**src/rtl/shift_reg_pkg.sv**
```systemverilog
// Shared types and helpers for the sequenced multi-mode shift register.
package shift_reg_pkg;

  typedef enum logic [2:0] {
    OP_LOAD = 3'b000,
    OP_SHR  = 3'b001,
    OP_SHL  = 3'b010,
    OP_ROR  = 3'b011,
    OP_ROL  = 3'b100,
    OP_ASR  = 3'b101
  } op_e;

  typedef enum logic {
    IDLE  = 1'b0,
    SHIFT = 1'b1
  } state_e;

  // Effective step count: never more steps than there are bit positions.
  function automatic logic [31:0] clamp_amount(input logic [31:0] amount,
                                               input logic [31:0] width);
    return (amount > width) ? width : amount;
  endfunction

endpackage

```
**src/rtl/shift_step.sv**
```systemverilog
// Combinational single-position shifter shared by every shift/rotate step.
module shift_step
  import shift_reg_pkg::*;
#(
  parameter int WIDTH = 8
) (
  input  logic [WIDTH-1:0] q,
  input  op_e              op,
  input  logic             ser_in,
  output logic [WIDTH-1:0] next_q,
  output logic             out_bit
);

  always_comb begin
    next_q  = q;
    out_bit = 1'b0;
    case (op)
      OP_SHR: begin
        next_q  = {ser_in, q[WIDTH-1:1]};
        out_bit = q[0];
      end
      OP_SHL: begin
        next_q  = {q[WIDTH-2:0], ser_in};
        out_bit = q[WIDTH-1];
      end
      OP_ROR: begin
        next_q  = {q[0], q[WIDTH-1:1]};
        out_bit = q[0];
      end
      OP_ROL: begin
        next_q  = {q[WIDTH-2:0], q[WIDTH-1]};
        out_bit = q[WIDTH-1];
      end
      OP_ASR: begin
        next_q  = {q[WIDTH-1], q[WIDTH-1:1]};
        out_bit = q[0];
      end
      default: begin
        next_q  = q;
        out_bit = 1'b0;
      end
    endcase
  end

endmodule

```
**src/rtl/shift_reg_seq.sv**
```systemverilog
// Multi-mode shift register performing one bit-position per clock, with
// serial I/O and a busy/done handshake.
module shift_reg_seq
  import shift_reg_pkg::*;
#(
  parameter int WIDTH = 8,
  parameter int AW    = 4
) (
  input  logic             clk,
  input  logic             rst_n,
  input  logic             start,
  input  logic [2:0]       op,
  input  logic [AW-1:0]    amount,
  input  logic [WIDTH-1:0] load_data,
  input  logic             ser_in,
  output logic [WIDTH-1:0] q,
  output logic             ser_out,
  output logic             busy,
  output logic             done
);

  state_e           state_q, state_d;
  op_e              op_q, op_d;
  logic [AW-1:0]    cnt_q, cnt_d;
  logic [WIDTH-1:0] q_q, q_d;
  logic             ser_out_q, ser_out_d;
  logic             busy_q, busy_d;
  logic             done_q, done_d;

  op_e              op_in;
  op_e              step_op;
  logic [31:0]      n_eff;
  logic [WIDTH-1:0] step_q;
  logic             step_bit;

  assign op_in   = op_e'(op);
  assign n_eff   = clamp_amount(32'(amount), 32'(WIDTH));
  // The start-cycle step uses the live op; SHIFT steps use the latched one.
  assign step_op = (state_q == IDLE) ? op_in : op_q;

  shift_step #(.WIDTH(WIDTH)) u_step (
    .q       (q_q),
    .op      (step_op),
    .ser_in  (ser_in),
    .next_q  (step_q),
    .out_bit (step_bit)
  );

  always_comb begin
    state_d   = state_q;
    op_d      = op_q;
    cnt_d     = cnt_q;
    q_d       = q_q;
    ser_out_d = ser_out_q;
    busy_d    = busy_q;
    done_d    = 1'b0;
    case (state_q)
      IDLE: begin
        if (start) begin
          case (op_in)
            OP_LOAD: begin
              q_d    = load_data;
              done_d = 1'b1;
            end
            OP_SHR, OP_SHL, OP_ROR, OP_ROL, OP_ASR: begin
              if (n_eff == 32'd0) begin
                done_d = 1'b1;
              end else begin
                q_d       = step_q;
                ser_out_d = step_bit;
                if (n_eff == 32'd1) begin
                  done_d = 1'b1;
                end else begin
                  op_d    = op_in;
                  cnt_d   = AW'(n_eff - 32'd1);
                  state_d = SHIFT;
                  busy_d  = 1'b1;
                end
              end
            end
            default: done_d = 1'b1;
          endcase
        end
      end
      SHIFT: begin
        q_d       = step_q;
        ser_out_d = step_bit;
        cnt_d     = cnt_q - AW'(1);
        if (cnt_q == AW'(1)) begin
          state_d = IDLE;
          busy_d  = 1'b0;
          done_d  = 1'b1;
        end
      end
      default: state_d = IDLE;
    endcase
  end

  always_ff @(posedge clk or negedge rst_n) begin
    if (!rst_n) begin
      state_q   <= IDLE;
      op_q      <= OP_LOAD;
      cnt_q     <= '0;
      q_q       <= '0;
      ser_out_q <= 1'b0;
      busy_q    <= 1'b0;
      done_q    <= 1'b0;
    end else begin
      state_q   <= state_d;
      op_q      <= op_d;
      cnt_q     <= cnt_d;
      q_q       <= q_d;
      ser_out_q <= ser_out_d;
      busy_q    <= busy_d;
      done_q    <= done_d;
    end
  end

  assign q       = q_q;
  assign ser_out = ser_out_q;
  assign busy    = busy_q;
  assign done    = done_q;

endmodule

```
**config.mk**
```make
export PLATFORM = sky130hd
export DESIGN_NAME = shift_reg_seq
export DESIGN_NICKNAME = d
export VERILOG_FILES = /design/src/rtl/shift_reg_pkg.sv /design/src/rtl/shift_step.sv /design/src/rtl/shift_reg_seq.sv
export SDC_FILE = /design/constraint.sdc
export NUM_CORES = 1
export LEC_CHECK = 0
export ABC_AREA = 1
export BUFFER_PORTS_ARGS = -buffer_cell sky130_fd_sc_hd__buf_4
export CAP_MARGIN = 10
export CORE_MARGIN = 2
export CORE_UTILIZATION = 50
export DETAILED_ROUTE_END_ITERATION = 7
export GPL_ROUTABILITY_DRIVEN = 1
export PLACE_DENSITY = 0.74
export RECOVER_POWER = 50
export SYNTH_ARGS = -nofsm -noshare
export SYNTH_HDL_FRONTEND = slang
export SYNTH_SLANG_ARGS = --single-unit
export TNS_END_PERCENT = 1
```
**constraint.sdc**
```tcl
create_clock -name clk -period 1.7 [get_ports clk]
set_input_delay 0.085 -clock clk [delete_from_list [all_inputs] [get_ports clk]]
set_output_delay 0.085 -clock clk [all_outputs]
set_load 0.01 [all_outputs]
```
==> results.py, run 1 <==
metrics = {
    "global_route": {
        "grt_pass1_vias": 1349,
        "grt_pass1_wl_um": 5870,
        "grt_use_met3_pct": 1.89,
        "grt_overflow": 0,
        "grtUsageTotal_pct": 20.8,
        "antenna_found_initial": 0,
        "grtUsageMet1_pct": 30.4,
        "grt_max_degree": 20,
        "grt_most_used_layer": "met2",
        "grt_util_met2_pct": 32.6,
    },
    "setup_path": {
        "path_max_fanout": 7,
        "crit_buf_inv": 2,
        "critical_path_class": "reg -> reg",
        "slowest_delay_ns": 0.43,
        "arrival_ns": 1.67,
        "crit_path_cell_trace": "inv_2 -> nand2_1 -> nand2_4 -> nand2_4 -> inv_2 -> nor2_4 -> nand3_1 -> nand2_1 -> o21bai_1 -> nand2_1",
        "crit_path_start_kind": "flip-flop",
        "ff2ff_setup_slack_ns": 0.23,
        "cp-end-kind": "flip-flop",
        "crit_family": "simple AND/OR/NAND/NOR gates",
        "crit_required_ns": 1.90,
        "cpMostUsedCell": "nand2_1",
        "critPathSlowestCell": "dfrtp_1",
    },
    "synth": {
        "syn_inst": 230,
        "ys_top_cells_by_count": "79 x nand2_1, 24 x inv_1, 19 x dfrtp_1, 17 x nand3_1, 16 x nor2_1",
        "synth-edff-count": 0,
        "synth_top_cell_area_share_pct": 29.3,
        "yosysTopAreaCell": "dfrtp_1",
        "seq_area_frac_synth_pct": 29.3,
        "synth_area_mm2": 0.00163,
        "synth_seq_cells": 19,
        "synth_area_per_cell_um2": 7.07,
        "yosys_warnings": 0,
        "synth_fp_nets": 253,
        "ys_types": 25,
        "synth_top_flop_cell": "dfrtp_1",
        "async_flop_share_pct": 100,
        "yosysMostFrequentCell": "nand2_1",
        "netlist_top_cells_area": "dfrtp_1 29%, nand2_1 18%, nand2_4 8.3%",
    },
    "timing": {
        "setup_tns_ns": 0,
        "rsz0062_at_grt": "no",
        "finalSetupViolCount": 0,
        "hold_viol_final": 0,
        "slew_headroom_pct": 27.5,
        "maxSlewViolCount": 0,
        "fmax_mhz": 682,
        "tightestPinTransition_ns": 1.09,
        "finClkSkew_ns": 0.00281,
        "min_period_over_period_pct": 86.3,
        "layout_min_cycle_time_ns": 1.47,
    },
    "cts": {
        "clkTransAtPathRegs_ns": 0.12,
        "ctsHtreeMaxLevel": 1,
        "cts.sinks": 19,
        "post_cts_resized": 0,
        "clkLatencyLatePin_ns": 0.30,
        "cts_buffer_depth": 2,
        "postCtsSetupRepairBufs": 0,
        "numCtsBuffers": 3,
        "cts_root_buf": "clkbuf_4",
        "cts_tree": "yes",
    },
    "layout": {
        "regArea_um2": 475,
        "layout-drive-gt1-share_pct": 26.8,
        "final_nets": 289,
        "diodes": 0,
        "multi_input_area_mm2": 0.00101,
        "syn2layout_area_growth_pct": 17.9,
        "final_cells": 309,
        "final_util_pct": 62.2,
        "fillCellCount": 313,
    },
    "min_path": {
        "hold_class": "in -> reg",
    },
    "placed_design": {
        "dp_cells": 304,
        "port_buffers": 29,
        "place.gp.congestion": 0.813,
        "dpl.hpwl_um": 2550,
    },
    "power_and_ir_drop": {
        "powerDensity_mw_per_mm2": 1850,
        "leakagePower_nw": 1.06,
        "finalPower_mw": 3.55,
        "ir_drop_uv": 852,
    },
    "route": {
        "drt-total-wl_um": 3380,
        "vias": 1505,
        "drt-vias-per-instance": 4.87,
        "wl_per_cell_um": 10.9,
        "drtPass1Iterations": 4,
        "drc": 0,
        "drtIter0Drc": 120,
        "postRouteAntennaNets": 0,
    },
    "floorplan": {
        "ios": 30,
        "die_area_mm2": 0.00372,
        "core_mm2": 0.00308,
        "rows": 20,
        "die_w_um": 61.0,
        "die_y_um": 61.0,
        "start_util_pct": 52.8,
    },
    "job": {
        "drv_cap": 0,
    },
    "status": {
        "status": "finished clean",
    },
}
[path summary, 6_finish.rpt]
| path | from | endpoint | cells past startpoint |
|---|---|---|---|
| worst max-delay path | state_q$_DFF_PN0_ | q[4]$_DFFE_PN0P_ | 10 |
| worst min-delay path | op[0] | op_q[0]$_DFFE_PN0P_ | 3 |
| worst max register to register | state_q$_DFF_PN0_ | q[4]$_DFFE_PN0P_ | 10 |
| worst min register to register | busy$_DFFE_PN0P_ | busy$_DFFE_PN0P_ | 2 |
| max in group asynchronous | rst_n | q[0]$_DFFE_PN0P_ | 2 |
| min in group asynchronous | rst_n | cnt_q[3]$_DFFE_PN0P_ | 2 |
[where the power goes]
part | total (mW) | internal (mW) | leakage [nW] | switching [mW]
registers | 0.905 | 0.682 | 0.229 | 0.223
clock network | 0.242 | 0.0896 | 0.0139 | 0.152
logic | 2.40 | 0.932 | 0.815 | 1.47
[flip-flops by register name (all words and copies together) (netlist names)]
register,count
state_q,1
op_q,3
ser_out,1
busy,1
q,8
cnt_q,4
done,1
[layout make-up]
cell class | count | share of cell area, %
clock inverters | 1 | 0.392
inverters | 31 | 6.07
clock buffers | 3 | 1.18
flip-flops and latches | 19 | 24.8
well taps | 44 | 2.87
repair buffers | 33 | 11.9
multi-input cells | 178 | 52.8
[worst min-delay path: cells and delay by family]
kind	cells	cell delay, ns
compound gates	1	0.06
buf+inv	2	0.18
[layout by cell type (no fill, tap or decap), types with 7 or more instances in the layout]
cell type	synthesis	layout
nand2_1	79	79
buf_4	0	26
inv_1	24	24
dfrtp_1	19	19
nand3_1	17	17
nor2_1	16	16
nand2_4	12	12
o21ai_1	9	9
inv_2	7	7
nand2_2	7	7
[cells by family (layout without fill, tap and decap cells)]
logic type | count (synthesis) | after routing | synth area share, %
compound gates | 28 | 28 | 12.6
xor+xnor | 2 | 2 | 1.08
fa+ha+maj | 4 | 4 | 3.08
buf+inv | 33 | 68 | 8.55
flops | 19 | 19 | 29.3
simple gates | 144 | 144 | 45.4
[layer usage]
metal	vias up	routed length, um
met5	-	0
met4	0	24
met3	2	112
met2	27	1540
met1	685	1700
li1	791	-
[per-stage QoR]
| stage | area [um2] | worst slack [ns] | hold slack (ns) |
|---|---|---|---|
| 6_report | 1920 | 0.233 | 0.0540 |
| 5_1_grt | 1920 | 0.0823 | 0.0554 |
| 4_1_cts | 1940 | 0.228 | 0.0421 |
| 3_5_place_dp | 1900 | 0.0229 | -0.0204 |
| 3_3_place_gp | 1900 | 0.0782 | -0.0201 |
| 2_1_floorplan | 1630 | 0.266 | -0.211 |
[timing repair]
item	4_1_cts	5_1_grt
hold buffers	1	0
setup endpoints to repair	0	0
endpoints found under the hold margin	19	0
No activity file was read; power rests on OpenSTA's default activity.
==> inputs of run 2 (changes only) <==
--- a/config.mk
+++ b/config.mk
@@ -8,7 +8,7 @@
 export ABC_AREA = 1
 export BUFFER_PORTS_ARGS = -buffer_cell sky130_fd_sc_hd__buf_4
 export CAP_MARGIN = 10
-export CORE_MARGIN = 2
+export CORE_MARGIN = 4
 export CORE_UTILIZATION = 50
 export DETAILED_ROUTE_END_ITERATION = 7
 export GPL_ROUTABILITY_DRIVEN = 1
==> run 2 against run 1 <==
Net effect: sequential share of layout area did not move; wire length grew 0.86%; critical endpoint is now q[1]$_DFFE_PN0P_; die area is 14% higher; clock power is essentially flat; cell count unchanged; via count grew 0.40%; combinational power about the same; register-to-register slack about the same; core utilization stayed put; clock skew up 0.00099 ns.
==> results.py, run 2 (synthesis results as in run 1) <==
metrics = {
    "timing": {
        "layout_min_cycle_time_ns": 1.47,
        "maxSlewViolCount": 0,
        "min_period_over_period_pct": 86.7,
        "rsz0062_at_grt": "no",
        "finClkSkew_ns": 0.00380,
        "setup_tns_ns": 0,
        "fmax_mhz": 678,
        "finalSetupViolCount": 0,
        "hold_viol_final": 0,
        "tightestPinTransition_ns": 1.06,
        "slew_headroom_pct": 29.2,
    },
    "cts": {
        "cts_tree": "yes",
        "numCtsBuffers": 3,
        "cts_root_buf": "clkbuf_4",
        "ctsHtreeMaxLevel": 1,
        "cts_buffer_depth": 2,
        "clkTransAtPathRegs_ns": 0.12,
        "cts.sinks": 19,
        "clkLatencyLatePin_ns": 0.30,
    },
    "setup_path": {
        "cp-startpoint": "state_q$_DFF_PN0_",
        "crit_path_start_kind": "flip-flop",
        "path_max_fanout": 7,
        "cp-end-kind": "flip-flop",
        "slowest_delay_ns": 0.43,
        "crit_path_cell_trace": "inv_2 -> nand2_1 -> nand2_4 -> nand2_4 -> inv_2 -> nor2_4 -> nand3_1 -> nand2_1 -> o21bai_1 -> nand2_1",
        "crit_required_ns": 1.90,
        "timing.rr.start": "state_q$_DFF_PN0_",
        "critical_path_class": "reg -> reg",
        "critPathSlowestCell": "dfrtp_1",
        "cpMostUsedCell": "nand2_1",
        "arrival_ns": 1.67,
    },
    "status": {
        "status": "finished clean",
    },
    "power_and_ir_drop": {
        "combPwrFrac_pct": 67.8,
        "ir_drop_uv": 827,
        "seqPwrFrac_pct": 25.4,
        "switching_share_pct": 52.1,
        "internal-power_mw": 1.70,
        "power_frac_clock_pct": 6.8,
        "powerDensity_mw_per_mm2": 1850,
        "finalPower_mw": 3.55,
        "leakagePower_nw": 1.06,
        "power_switching_mw": 1.85,
    },
    "layout": {
        "final_common_cell": "nand2_1",
        "final_cell_mix": "79 x nand2_1, 26 x buf_4, 24 x inv_1, 19 x dfrtp_1, 17 x nand3_1",
        "syn2layout_area_growth_pct": 17.9,
        "final_nets": 289,
        "final_util_pct": 62.2,
        "layout-drive-gt1-share_pct": 26.8,
        "diodes": 0,
        "largest_reg_flops": 8,
    },
    "min_path": {
        "hold_class": "in -> reg",
        "min_from": "op[0]",
    },
    "floorplan": {
        "ios": 30,
        "core_mm2": 0.00308,
        "die_area_mm2": 0.00423,
        "start_util_pct": 52.8,
        "die_w_um": 65.0,
        "rows": 20,
        "die_y_um": 65.0,
    },
    "global_route": {
        "antenna_found_initial": 0,
        "grt_pass1_wl_um": 6050,
        "grt_max_degree": 20,
        "grtUsageTotal_pct": 18.1,
        "grt_overflow": 0,
        "grt_pass1_vias": 1376,
    },
    "route": {
        "drtPass1Iterations": 4,
        "postRouteAntennaNets": 0,
        "wl_per_cell_um": 11.0,
        "drtIter0Drc": 123,
        "drt-vias-per-instance": 4.89,
        "drc": 0,
        "vias": 1511,
        "drt-total-wl_um": 3410,
    },
    "placed_design": {
        "place.gp.congestion": 0.833,
        "dpl.hpwl_um": 2630,
        "port_buffers": 29,
    },
    "job": {
        "drv_cap": 0,
    },
}
==> run 2: worst max-delay path, delay by kind of cell, from the launching register on <==
| kind | cells | cell delay [ns] |
|---|---|---|
| flip-flops | 1 | 0.43 |
| AND/OR/NAND/NOR | 7 | 0.59 |
| buffers and inverters | 2 | 0.21 |
| AO/OA/AOI/OAI | 1 | 0.13 |
==> run 2: timing repair <==
| item | 4_1_cts | 5_1_grt |
|---|---|---|
| endpoints found under the setup margin | 0 | 0 |
| buffers inserted | 0 | 0 |
| hold buffers | 1 | 0 |
| gates resized for setup | 0 | 0 |
| hold endpoints to repair | 19 | 0 |
==> run 2: metrics by stage <==
| step | setup WS, ns | area (um2) | hold slack, ns | cells |
|---|---|---|---|---|
| after floorplan | 0.266 | 1630 | -0.211 | 230 |
| after global placement | 0.0809 | 1900 | -0.0205 | 304 |
| after detailed placement | 0.0162 | 1900 | -0.0235 | 304 |
| after CTS | 0.225 | 1940 | 0.0484 | 309 |
| after global routing | 0.0556 | 1920 | 0.0341 | 309 |
| final | 0.225 | 1920 | 0.0543 | 309 |
==> run 2: cell type report <==
| type | count | area, um2 |
|---|---|---|
| tap | 44 | 55.1 |
| timing repair buffer | 33 | 228 |
| clock inverter | 1 | 7.51 |
| multi-input combinational | 178 | 1010 |
| sequential | 19 | 475 |
| fill | 318 | 1160 |
| inverter | 31 | 116 |
| clock buffer | 3 | 22.5 |
==> run 2: layer usage <==
| metal | wire (um) | GRT usage, % |
|---|---|---|
| met5 | 0 | 0 |
| met4 | 24 | 4.66 |
| met3 | 157 | 2.25 |
| met2 | 1530 | 27.8 |
| met1 | 1690 | 26.6 |
==> run 2: power groups by stage <==
stage | sequential (mW) | clock, mW | combinational [mW]
floorplan | 0.919 | 0 | 1.84
global placement | 0.913 | 0 | 2.42
detailed placement | 0.910 | 0 | 2.46
CTS | 0.902 | 0.249 | 2.47
global route | 0.949 | 0.274 | 2.71
finish | 0.901 | 0.243 | 2.41
==> run 2: final timing paths <==
path | to | slack, ns | cells past startpoint
worst max register to register | q[1]$_DFFE_PN0P_ | 0.23 | 10
worst max-delay path | q[1]$_DFFE_PN0P_ | 0.23 | 10
max in group asynchronous | q[7]$_DFFE_PN0P_ | 0.59 | 2
worst min register to register | busy$_DFFE_PN0P_ | 0.50 | 2
min in group asynchronous | cnt_q[3]$_DFFE_PN0P_ | 0.47 | 2
worst min-delay path | op_q[0]$_DFFE_PN0P_ | 0.05 | 3
==> inputs of run 3 (changes only) <==
==> constraint.sdc (replaced) <==
create_clock -name clk -period 1.5 [get_ports clk]
set_input_delay 0.075 -clock clk [delete_from_list [all_inputs] [get_ports clk]]
set_output_delay 0.075 -clock clk [all_outputs]
set_load 0.01 [all_outputs]
==> run 3 against run 2 <==
Net effect: sequential power grew 17%; total power grew 23%; flip-flop and latch count stayed put; die area unchanged; critical path depth grew 1; clock skew increased by 0.0012 ns; register-to-register slack worse by 0.16 ns; first-iteration DRC count fell by 37%; core utilization is 5.2 points higher; fmax rose by 2.7%; largest cell class unchanged.
==> results.py, run 3 (synthesis results as in run 1) <==
metrics = {
    "route": {
        "drtPass1Iterations": 4,
        "wl_per_cell_um": 11.6,
        "drt-total-wl_um": 3750,
        "vias": 1559,
        "postRouteAntennaNets": 0,
        "drc": 0,
        "drtIter0Drc": 78,
        "drt-vias-per-instance": 4.84,
    },
    "timing": {
        "min_period_over_period_pct": 95.8,
        "finClkSkew_ns": 0.00495,
        "layout_min_cycle_time_ns": 1.44,
        "maxSlewViolCount": 0,
        "tightestPinTransition_ns": 1.07,
        "finalSetupViolCount": 0,
        "slew_headroom_pct": 28.9,
        "worst_slack_ns": 0.0636,
        "hold_viol_final": 0,
        "rsz0062_at_grt": "yes",
        "fmax_mhz": 696,
    },
    "floorplan": {
        "die_y_um": 65.0,
        "rows": 20,
        "core_mm2": 0.00308,
        "ios": 30,
        "start_util_pct": 52.8,
        "die_w_um": 65.0,
        "die_area_mm2": 0.00423,
    },
    "cts": {
        "cts.sinks": 19,
        "cts_root_buf": "clkbuf_4",
        "cts_buffer_depth": 2,
        "clkTransAtPathRegs_ns": 0.11,
        "cts_tree": "yes",
        "clkLatencyLatePin_ns": 0.31,
        "numCtsBuffers": 3,
        "ctsHtreeMaxLevel": 1,
    },
    "setup_path": {
        "cpMostUsedCell": "nand2_4",
        "crit_path_start_kind": "flip-flop",
        "cp-end-kind": "flip-flop",
        "critPathSlowestCell": "dfrtp_2",
        "slowest_delay_ns": 0.47,
        "crit_family": "flip-flops",
        "crit_path_cell_trace": "inv_4 -> buf_6 -> nand2_4 -> nand2_4 -> nand2_4 -> inv_4 -> nor2_4 -> nand3_2 -> nand2_2 -> o21bai_1 -> nand2_1",
        "path_max_fanout": 6,
        "arrival_ns": 1.65,
        "critical_path_class": "reg -> reg",
        "crit_buf_inv": 3,
        "crit_required_ns": 1.71,
    },
    "global_route": {
        "grt_max_degree": 20,
        "antenna_found_initial": 0,
        "grtUsageTotal_pct": 19.4,
        "grt_pass1_wl_um": 6470,
        "grt_overflow": 0,
        "grt_pass1_vias": 1461,
    },
    "placed_design": {
        "place_area_mm2": 0.00197,
        "dpl.hpwl_um": 2790,
        "place.gp.congestion": 0.837,
        "dp_slack_ns": -0.0249,
        "port_buffers": 29,
    },
    "layout": {
        "largest_reg_flops": 8,
        "fillCellCount": 284,
        "final_nets": 302,
        "diodes": 0,
        "final_cell_mix": "75 x nand2_1, 40 x buf_4, 24 x inv_1, 18 x dfrtp_1",
        "final_common_cell": "nand2_1",
        "finalInstanceArea_mm2": 0.00208,
        "syn2layout_area_growth_pct": 27.7,
        "regArea_um2": 477,
        "multi_input_area_mm2": 0.00104,
        "layout-drive-gt1-share_pct": 33.5,
    },
    "power_and_ir_drop": {
        "ir_drop_uv": 1010,
        "finalPower_mw": 4.36,
        "leakagePower_nw": 1.15,
        "powerDensity_mw_per_mm2": 2100,
    },
    "min_path": {
        "hold_class": "in -> reg",
    },
    "status": {
        "status": "finished clean",
    },
    "job": {
        "drv_cap": 0,
    },
}
[run 3: final cells by class]
class                           instances  area share [%]
Tap cell                               44            2.65
Inverter                               31            5.85
Clock buffer                            4            1.27
Timing Repair Buffer                   46            17.4
Sequential cell                        19            23.0
Multi-Input combinational cell        178            49.9
[run 3: routing by layer]
layer | vias to the layer above | GRT usage, % | share of wire, %
li1 | 814 | - | -
met1 | 714 | 27.4 | 49
met2 | 26 | 30.9 | 46
met3 | 5 | 2.08 | 3.9
met4 | 0 | 6.22 | 1.3
met5 | - | 0 | 0
[run 3: path summary, 6_finish.rpt]
kind	start	end	slack [ns]	cells past startpoint
max in group asynchronous	rst_n	state_q$_DFF_PN0_	0.33	2
max	state_q$_DFF_PN0_	q[5]$_DFFE_PN0P_	0.06	11
min in group asynchronous	rst_n	cnt_q[2]$_DFFE_PN0P_	0.46	2
max reg2reg	state_q$_DFF_PN0_	q[5]$_DFFE_PN0P_	0.06	11
min reg2reg	op_q[0]$_DFFE_PN0P_	op_q[0]$_DFFE_PN0P_	0.51	2
min	op[0]	op_q[0]$_DFFE_PN0P_	0.06	3
[run 3: repair_timing]
action                                  4_1_cts  5_1_grt
hold endpoints to repair                     19        0
pin swaps                                     1        7
buffers inserted                              3        2
resized for setup                             0       12
hold buffers                                  1        0
endpoints found under the setup margin        1        9
[run 3: metrics by stage]
| stage | TNS [ns] | std cells | hold slack [ns] | utilization (%) |
|---|---|---|---|---|
| 2_1_floorplan | 0 | 230 | -0.221 | - |
| 3_5_place_dp | -0.0961 | 312 | -0.0312 | 64.0 |
| 3_3_place_gp | -0.00204 | 312 | -0.0324 | 64.0 |
| 4_1_cts | 0 | 320 | 0.0587 | 65.9 |
| 6_report | 0 | 322 | 0.0628 | 67.4 |
| 5_1_grt | -0.0832 | 322 | 0.0743 | 67.4 |
[run 3: report_power, final]
group	switching, mW	internal (mW)
logic	1.78	1.25
clock network	0.174	0.104
registers	0.275	0.775
[run 3: worst register-to-register path: stages, from the launching register on]
cell and delay (ns):
dfrtp_2 0.47, inv_4 0.11, buf_6 0.11, nand2_4 0.04, nand2_4 0.11, nand2_4 0.08, inv_4 0.06, nor2_4 0.04
nand3_2 0.06, nand2_2 0.04, o21bai_1 0.13, nand2_1 0.08
